$ cat src/rtl/svd_pkg.sv
// +------------------------------------------------------------------+
// | svd_pkg : shared types and widths for the ERFHSVD rotation path  |
// | rev 1.0                                                          |
// +------------------------------------------------------------------+
`default_nettype none

package svd_pkg;

  localparam int WORD_LENGTH = 16;
  localparam int TAG_LENGTH  = 8;

  // Signed width able to hold the difference of two bit indices.
  function automatic int exp_w(input int width);
    return $clog2(width) + 1;
  endfunction

  typedef struct packed {
    logic signed [WORD_LENGTH-1:0] a;
    logic signed [WORD_LENGTH-1:0] b;
    logic signed [WORD_LENGTH-1:0] c;
    logic signed [WORD_LENGTH-1:0] d;
    logic [TAG_LENGTH-1:0]         tag;
  } rot_in_t;

  typedef struct packed {
    logic [WORD_LENGTH-1:0]                  n1;
    logic [WORD_LENGTH-1:0]                  d1;
    logic [WORD_LENGTH-1:0]                  n2;
    logic [WORD_LENGTH-1:0]                  d2;
    logic signed [exp_w(WORD_LENGTH)-1:0]    k1;
    logic signed [exp_w(WORD_LENGTH)-1:0]    k2;
    logic                                    sx1;
    logic                                    sx2;
    logic [3:0]                              nz;
    logic                                    ovf;
    logic [TAG_LENGTH-1:0]                   tag;
  } rot_out_t;

endpackage

`default_nettype wire

$ cat src/rtl/svd_msb_encode.sv
// +------------------------------------------------------------------+
// | svd_msb_encode : highest-set-bit index plus zero flag (comb.)    |
// | rev 1.0                                                          |
// +------------------------------------------------------------------+
`default_nettype none

module svd_msb_encode #(
  parameter int WIDTH = 16,
  localparam int IDX_W = (WIDTH > 1) ? $clog2(WIDTH) : 1
) (
  input  logic [WIDTH-1:0] x,
  output logic [IDX_W-1:0] idx,
  output logic             zero
);

  // Ascending scan: the last set bit seen wins, giving the highest index.
  always_comb begin
    idx = '0;
    for (int i = 0; i < WIDTH; i++) begin
      if (x[i]) idx = IDX_W'(i);
    end
  end

  assign zero = (x == '0);

endmodule

`default_nettype wire

$ cat src/rtl/svd_rotation_angles_pipe.sv
// +------------------------------------------------------------------+
// | svd_rotation_angles_pipe : 3-stage 2x2 rotation-angle front end  |
// | SVD_ROT_SAT_EN: saturate oversize magnitudes (default wraps)     |
// | rev 1.0                                                          |
// +------------------------------------------------------------------+
`default_nettype none

module svd_rotation_angles_pipe
  import svd_pkg::*;
#(
  parameter int WIDTH = WORD_LENGTH,
  parameter int TAG_W = TAG_LENGTH,
  localparam int EXP_W = exp_w(WIDTH)
) (
  input  logic                    clk,
  input  logic                    rst,
  input  logic                    in_valid,
  output logic                    in_ready,
  input  logic signed [WIDTH-1:0] a,
  input  logic signed [WIDTH-1:0] b,
  input  logic signed [WIDTH-1:0] c,
  input  logic signed [WIDTH-1:0] d,
  input  logic [TAG_W-1:0]        in_tag,
  output logic                    out_valid,
  input  logic                    out_ready,
  output logic [WIDTH-1:0]        n1,
  output logic [WIDTH-1:0]        d1,
  output logic [WIDTH-1:0]        n2,
  output logic [WIDTH-1:0]        d2,
  output logic signed [EXP_W-1:0] k1,
  output logic signed [EXP_W-1:0] k2,
  output logic                    sx1,
  output logic                    sx2,
  output logic [3:0]              nz_flags,
  output logic                    ovf,
  output logic [TAG_W-1:0]        out_tag
);

  localparam int IDX_W = EXP_W - 1;

  logic v1, v2, v3;
  logic ld1, ld2, ld3;

  assign ld3       = !v3 || out_ready;
  assign ld2       = !v2 || ld3;
  assign ld1       = !v1 || ld2;
  assign in_ready  = ld1;
  assign out_valid = v3;

  // Stage 1: sums in WIDTH+1 bits cannot overflow.
  logic [WIDTH:0]   s1_cpb, s1_dma, s1_cmb, s1_dpa;
  logic [TAG_W-1:0] s1_tag;
  logic [WIDTH:0]   ea, eb, ec, ed;

  assign ea = {a[WIDTH-1], a};
  assign eb = {b[WIDTH-1], b};
  assign ec = {c[WIDTH-1], c};
  assign ed = {d[WIDTH-1], d};

  always_ff @(posedge clk) begin
    if (rst) begin
      v1     <= 1'b0;
      s1_cpb <= '0;
      s1_dma <= '0;
      s1_cmb <= '0;
      s1_dpa <= '0;
      s1_tag <= '0;
    end else if (ld1) begin
      v1 <= in_valid;
      if (in_valid) begin
        s1_cpb <= ec + eb;
        s1_dma <= ed - ea;
        s1_cmb <= ec - eb;
        s1_dpa <= ed + ea;
        s1_tag <= in_tag;
      end
    end
  end

  // Stage 2: magnitude, doubling for D, then reduction to WIDTH bits.
  function automatic logic [WIDTH:0] mag(input logic [WIDTH:0] v);
    return v[WIDTH] ? (~v + 1'b1) : v;
  endfunction

  // Returns {overflow, reduced value}.
  function automatic logic [WIDTH:0] reduce(input logic [WIDTH+1:0] v);
    logic o;
    o = |v[WIDTH+1:WIDTH];
`ifdef SVD_ROT_SAT_EN
    return {o, o ? {WIDTH{1'b1}} : v[WIDTH-1:0]};
`else
    return {o, v[WIDTH-1:0]};
`endif
  endfunction

  logic [WIDTH:0] r_n1, r_d1, r_n2, r_d2;

  assign r_n1 = reduce({1'b0, mag(s1_cpb)});
  assign r_d1 = reduce({mag(s1_dma), 1'b0});
  assign r_n2 = reduce({1'b0, mag(s1_cmb)});
  assign r_d2 = reduce({mag(s1_dpa), 1'b0});

  logic [WIDTH-1:0] s2_n1, s2_d1, s2_n2, s2_d2;
  logic             s2_sn1, s2_sd1, s2_sn2, s2_sd2;
  logic [3:0]       s2_ovf;
  logic [TAG_W-1:0] s2_tag;

  always_ff @(posedge clk) begin
    if (rst) begin
      v2     <= 1'b0;
      s2_n1  <= '0;
      s2_d1  <= '0;
      s2_n2  <= '0;
      s2_d2  <= '0;
      s2_sn1 <= 1'b0;
      s2_sd1 <= 1'b0;
      s2_sn2 <= 1'b0;
      s2_sd2 <= 1'b0;
      s2_ovf <= '0;
      s2_tag <= '0;
    end else if (ld2) begin
      v2 <= v1;
      if (v1) begin
        s2_n1  <= r_n1[WIDTH-1:0];
        s2_d1  <= r_d1[WIDTH-1:0];
        s2_n2  <= r_n2[WIDTH-1:0];
        s2_d2  <= r_d2[WIDTH-1:0];
        s2_sn1 <= s1_cpb[WIDTH];
        s2_sd1 <= s1_dma[WIDTH];
        s2_sn2 <= s1_cmb[WIDTH];
        s2_sd2 <= s1_dpa[WIDTH];
        s2_ovf <= {r_n1[WIDTH], r_d1[WIDTH], r_n2[WIDTH], r_d2[WIDTH]};
        s2_tag <= s2_tag_next(s1_tag);
      end
    end
  end

  function automatic logic [TAG_W-1:0] s2_tag_next(input logic [TAG_W-1:0] t);
    return t;
  endfunction

  // Stage 3: exponent differences on the reduced values.
  logic [IDX_W-1:0] m_n1, m_d1, m_n2, m_d2;
  logic             z_n1, z_d1, z_n2, z_d2;

  svd_msb_encode #(.WIDTH(WIDTH)) u_msb_n1 (.x(s2_n1), .idx(m_n1), .zero(z_n1));
  svd_msb_encode #(.WIDTH(WIDTH)) u_msb_d1 (.x(s2_d1), .idx(m_d1), .zero(z_d1));
  svd_msb_encode #(.WIDTH(WIDTH)) u_msb_n2 (.x(s2_n2), .idx(m_n2), .zero(z_n2));
  svd_msb_encode #(.WIDTH(WIDTH)) u_msb_d2 (.x(s2_d2), .idx(m_d2), .zero(z_d2));

  always_ff @(posedge clk) begin
    if (rst) begin
      v3       <= 1'b0;
      n1       <= '0;
      d1       <= '0;
      n2       <= '0;
      d2       <= '0;
      k1       <= '0;
      k2       <= '0;
      sx1      <= 1'b0;
      sx2      <= 1'b0;
      nz_flags <= '0;
      ovf      <= 1'b0;
      out_tag  <= '0;
    end else if (ld3) begin
      v3 <= v2;
      if (v2) begin
        n1       <= s2_n1;
        d1       <= s2_d1;
        n2       <= s2_n2;
        d2       <= s2_d2;
        k1       <= {1'b0, m_d1} - {1'b0, m_n1};
        k2       <= {1'b0, m_d2} - {1'b0, m_n2};
        sx1      <= s2_sd1 ^ s2_sn1;
        sx2      <= s2_sd2 ^ s2_sn2;
        nz_flags <= {z_n1, z_d1, z_n2, z_d2};
        ovf      <= |s2_ovf;
        out_tag  <= s2_tag;
      end
    end
  end

endmodule

`default_nettype wire
$ cat config.mk
export PLATFORM = sky130hd
export DESIGN_NAME = svd_rotation_angles_pipe
export DESIGN_NICKNAME = d
export VERILOG_FILES = /design/src/rtl/svd_pkg.sv /design/src/rtl/svd_msb_encode.sv /design/src/rtl/svd_rotation_angles_pipe.sv
export SDC_FILE = /design/constraint.sdc
export NUM_CORES = 1
export LEC_CHECK = 0
export CORE_MARGIN = 8
export CORE_UTILIZATION = 50
export CTS_CLUSTER_DIAMETER = 200
export DETAILED_ROUTE_END_ITERATION = 10
export GPL_TIMING_DRIVEN = 0
export PLACE_DENSITY_LB_ADDON = 0.2
export SLEW_MARGIN = 0
export SYNTH_ARGS = -nofsm -noshare
export SYNTH_HDL_FRONTEND = slang
export SYNTH_SLANG_ARGS = --single-unit
$ cat constraint.sdc
create_clock -name clk -period 2.8 [get_ports clk]
set_input_delay 0.42 -clock clk [delete_from_list [all_inputs] [get_ports clk]]
set_output_delay 0.42 -clock clk [all_outputs]
set_load 0.02 [all_outputs]
# After elaboration in Yosys (flattened, before gate mapping)

Index checks and enable logic that the tools add are counted.

Mux-type cells: 64
Reduce and logical (&&, ||, !) cells: 16
Add/sub/neg operators: 10
Bitwise logic cells: 6

Operators by type and width:

| kind                  | number |
|---|---|
| $mux 4                | 32 |
| $add 17x1->17 const B | 4 |
| $mux 17               | 4 |
| $not 17->17           | 4 |
| $logic_not 16->1      | 4 |
| $mux 3                | 16 |
| $add 16x16->17        | 2 |
| $sub 16x16->17        | 2 |
| $mux 2                | 8 |
| $sub 4x4->5           | 2 |
| $reduce_and 2->1      | 3 |
| $mux 1                | 4 |
| $reduce_or 2->1       | 2 |
| $reduce_or 4->1       | 1 |
| $logic_not 1->1       | 3 |
| $logic_or 1x1->1      | 3 |
| $xor 1x1->1           | 2 |

Bits in registers: 244
Input bits: 76
Logic and storage cells: 125

# Logic depth before layout (Yosys ltp)

Depth after elaboration: 16
Gate-level depth with buffers: 13
Mapped depth without buffers: 13

# Modules after synthesis

A second synthesis with hierarchy kept.

Cells, all modules: 1772
Area, all modules: 13566.8 um^2

By module, submodules not included:

| module                   | instances | cells an instance | area each (um^2) |
|---|---|---|---|
| svd_rotation_angles_pipe | 1         | 1656              | 12921.1 |
| svd_msb_encode           | 4         | 29                | 161.4 |

# Worst setup path after synthesis

Ideal clock, no wire load.

Path kind: input -> register
Start point: input port b[3]
End point: register s1_cpb[15]
Path buffers: 1
Required time: 2.684 ns
Stages on the path: 9
Data arrival time: 2.235 ns
Path slack: 0.449 ns
Cells stage by stage: inv_1 > ha_1 > clkbuf_1 > nor2_1 > o311ai_1 > a2111oi_0 > nor2_1 > a2111o_1 > o211a_1

Cells in the longest elaborated chain, start to end: 1

Ends and longest elaborated chain:

| item                   | line                           | source |
|---|---|---|
| start: declaration     | svd_rotation_angles_pipe.sv:20 | `input logic signed [WIDTH-1:0] b,` |
| $add 16x16->17         | svd_rotation_angles_pipe.sv:71 | `s1_cpb <= ec + eb;` |
| end signal: assignment | svd_rotation_angles_pipe.sv:71 |  |
| end: declaration       | svd_rotation_angles_pipe.sv:51 | `logic [WIDTH:0] s1_cpb, s1_dma, s1_cmb, s1_dpa;` |

No other way between the ends.
A chain may end at the register's enable or synchronous reset.

# Worst setup path after layout

Start point: register v1
End point: register s1_cmb[2]

Cells in the longest elaborated chain, start to end: 3

Ends and longest elaborated chain:

| item                       | line                           | source |
|---|---|---|
| start: declaration         | svd_rotation_angles_pipe.sv:41 | `logic v1, v2, v3;` |
| start signal: assignment   | svd_rotation_angles_pipe.sv:69 | `v1 <= in_valid;` |
| $logic_not 1->1            | svd_rotation_angles_pipe.sv:46 | `assign ld1 = !v1 \|\| ld2;` |
| $logic_or 1x1->1           | svd_rotation_angles_pipe.sv:46 |  |
| $reduce_and 2->1 (no line) | --                             |  |
| end signal: assignment     | svd_rotation_angles_pipe.sv:73 | `s1_cmb <= ec - eb;` |
| end: declaration           | svd_rotation_angles_pipe.sv:51 |  |

No other way between the ends.

==> out/metrics.csv <==
stage,metric,value,unit
timing,fmax,367,MHz
global_route,largest net degree at the start of global routing,15,
setup_path,Crit Path Max Fanout,10,
power_and_ir_drop,VDD IR max,0.000446,V
status,status,completed,
power_and_ir_drop,internal power,6.50,mW
setup_path,flop2flop setup slack,80,ps
global_route,gr usage total,24.2,%
placed_design,Final GP Congestion,0.913,
clock_network,Skew-Pair Late Insertion Delay,530,ps
finish,Util after Layout,61.4,%
synth,Synth area leader,dfxtp_1,
power_and_ir_drop,Clk pwr share,36.3,%
route,DR pass1 iterations,5,
timing,Final period util,97.2,%
synth,Post-synth EDFFs,0,
route,vias per cell,5.75,
timing,final hold vios,0,
synth,Yosys reg bits,238,
setup_path,worst reg2reg path depth,7,
synth,simple-gate share of the synthesized area,21.7,%
timing,Worst-Margin Slew,930,ps
synth,sequential fraction of the synthesis area,35.5,%
power_and_ir_drop,Final Power,9.34,mW
synth,compound-gate portion of the synthesized area,22.7,%
setup_path,Setup Crit Path Kind,reg2reg,
global_route,first-pass GRT wire length,65600,µm
route,WL final,41200,µm
power_and_ir_drop,switch share,30.4,%
setup_path,"slowest stage delay, CP",570,ps
setup_path,Critical Path Most Common Cell,clkbuf_1,
finish,antenna cells,0,
setup_path,capturing element type of the critical path,register,
finish,fin nets,2062,
power_and_ir_drop,Logic pwr share,22.7,%
timing,Final Skew,21.6,ps
floorplan,Ports,167,
setup_path,CP required,3180,ps
route,DR iter-0 viols,1024,
floorplan,die area,32300,µm²
power_and_ir_drop,PD cells,571,nW/µm²
global_route,vias in the first global route,12412,
synth,Mean Syn Cell Area,7.83,µm²
floorplan,initial core utilization,50.4,%
placed_design,IO buf count,163,
synth,mux contribution to synthesized area,0.596,%
clock_network,Post-CTS Hold Buffers,0,
finish,P&R area growth vs syn,21.8,%
clock_network,clk root buf,clkbuf_16,
global_route,aggregate global routing overflow,0,
synth,xor/xnor share of the synthesized area,5.22,%
placed_design,HPWL after DPL,32400,µm
floorplan,number of core rows,60,
setup_path,RR Endpoint,s1_cmb[2],
timing,Hold Slack,454,ps
finish,"commonest non-fill, non-tap cell in the layout",nand2_1,
floorplan,Core Area,26700,µm²
clock_network,CTS buffer count,24,
finish,most frequent cells in the layout,"249 x nand2_1, 238 x dfxtp_1, 177 x a21oi_1, 174 x nor2_1, 163 x clkdlybuf4s50_1",
floorplan,Die Span X,180,µm
synth,Post-Synth Adder-Cell Area,7.98,%
synth,Synth async-reset ratio,0,%
job,max-cap viol count,0,
clock_network,Longest Clk Path Bufs,3,
synth,synth top area cells,"dfxtp_1 35%, ha_1 7.1%, nand2_1 7.0%, a21oi_1 6.6%, a211oi_1 5.3%",
setup_path,Worst Path Arrival,3100,ps
route,Post-DRT Antenna Nets,0,
synth,synth warn,0,
route,drt wl/cell,18.2,µm
timing,final setup violating endpoints,0,
clock_network,TritonCTS clock tree,done,
min_path,worst hold endpoint,n2[8],
synth,Mapped Cells,1714,
setup_path,Crit-path slowest cell,clkbuf_1,
floorplan,Die Ht,180,µm
min_path,Hold Path Depth,2,
global_route,initial antenna violation count,0,
route,Via Count,12999,
power_and_ir_drop,Sw Pwr,2.83,mW
setup_path,worst-path cell chain,nand4b_1 > nand2_1 > clkbuf_1 > clkbuf_1 > nor3_1 > a21oi_1 > nor2_1,
power_and_ir_drop,Leak,6.10,nW
clock_network,clock sink total,238,
clock_network,H-tree levels,1,
timing,RSZ-0062 raised after global routing,no,
timing,crit path time final,2720,ps
synth,synth unique cells,79,
clock_network,clock-pin slew on the worst setup and hold paths,60,ps
min_path,HP Class,reg2reg,
setup_path,Worst setup SP type,register,
min_path,Hold Path Origin,n2[8],
timing,Max-slew headroom,38.0,%
timing,Max Transition Viols Final,0,
finish,share of cells above drive strength 1,3.96,%
power_and_ir_drop,Reg power frac,41.1,%
setup_path,reg2reg start,v1,
synth,post-synth top area share,35.5,%
synth,ys flop type,dfxtp_1,
route,Residual DRC,0,
synth,largest family of logic cells by synthesized area,compound AO/OA/AOI/OAI gates,
synth,synthesized area,13400,µm²
-- cells by family after synthesis --
logic type / count (synthesis)
other: 1
adders and majority gates: 82
AOI/OAI and AO/OA: 470
DFF: 238
and+or+nand+nor: 632
xor gates and xnor gates: 80
muxes: 8
buffers and inverters: 203
-- metal layers --
metal	part of all wire [%]	global-route usage (%)
met4	2.4	7.10
met5	0	0
met2	45	39.6
met1	45	32.6
met3	7.4	3.61
-- cell type report --
class	count	area (µm²)
fillers	2423	10300
multi-input cells	1274	7860
flip-flops and latches	238	4760
repair buffers	163	1630
clock buffers	33	664
plain buffers	119	528
well taps	341	427
inverters	84	315
clock inverters	10	166
-- critical path, delay by kind of cell (launching register included) --
family                 cells  cell delay, ps
buffers and inverters      2            1060
and+or+nand+nor            4             940
DFF                        1             410
AOI/OAI and AO/OA          1             150
-- worst max-delay path by stage --
| stage | from | endpoint | slack [ps] | cells past startpoint |
|---|---|---|---|---|
| final | v1 | s1_cmb[2] | 80 | 7 |
| after global routing | b[2] | s1_cmb[8] | 3 | 10 |
| after CTS | b[3] | s1_cpb[15] | 40 | 10 |
| after detailed placement | b[3] | s1_cpb[15] | -680 | 10 |
| after global placement | b[3] | s1_cpb[15] | -630 | 10 |
| after floorplan | b[3] | s1_cpb[15] | 450 | 9 |
-- per-stage QoR --
| step | instances | setup TNS [ps] | setup slack [ps] | instance area, µm² |
|---|---|---|---|---|
| after floorplan | 1715 | 0 | 449 | 13400 |
| after global placement | 2219 | -12340 | -628 | 15500 |
| after global routing | 2262 | 0 | 2.88 | 16400 |
| after CTS | 2262 | 0 | 40.5 | 16300 |
| after detailed placement | 2219 | -12020 | -675 | 15500 |
| final | 2262 | 0 | 77.7 | 16400 |
-- cells in the mapped netlist, types with 13 or more instances --
| cell | count |
|---|---|
| xnor2_1 | 39 |
| nor2b_1 | 23 |
| o21ai_0 | 42 |
| clkbuf_1 | 101 |
| inv_1 | 79 |
| o31ai_1 | 24 |
| nor2_1 | 174 |
| nor3_1 | 38 |
| nand2b_1 | 13 |
| ha_1 | 76 |
| dfxtp_1 | 238 |
| or3_1 | 16 |
| nand3_1 | 27 |
| o21ai_1 | 13 |
| xor2_1 | 41 |
| a21oi_1 | 177 |
| a211oi_1 | 94 |
| nor4_1 | 17 |
| or4_1 | 17 |
| nand2_1 | 249 |
-- flip-flops by register name (all words and copies together) (netlist names), 4 cells and up --
register	cells
s1_cpb	17
s1_dma	17
n1	16
s1_cmb	16
s1_dpa	16
s2_n1	16
d2	15
n2	15
s2_d2	15
s2_n2	15
d1	14
s2_d1	14
out_tag	8
s1_tag	8
s2_tag	8
k1	5
k2	5
nz_flags	4
s2_ovf	4
-- power by group through the flow --
stage,clock [mW],combinational (mW),sequential (mW)
3_5_place_dp,0,2.07,3.90
6_report,3.39,2.12,3.83
4_1_cts,3.41,2.09,3.82
5_1_grt,3.57,2.33,3.86
3_3_place_gp,0,2.02,3.88
2_1_floorplan,0,1.42,3.85
-- repair_timing --
action,CTS,global route
gates resized for setup,1,11
buffers inserted,0,0
endpoints found under the hold margin,0,0
setup endpoints to repair,2,7
Power figures use the tool's default switching activity.
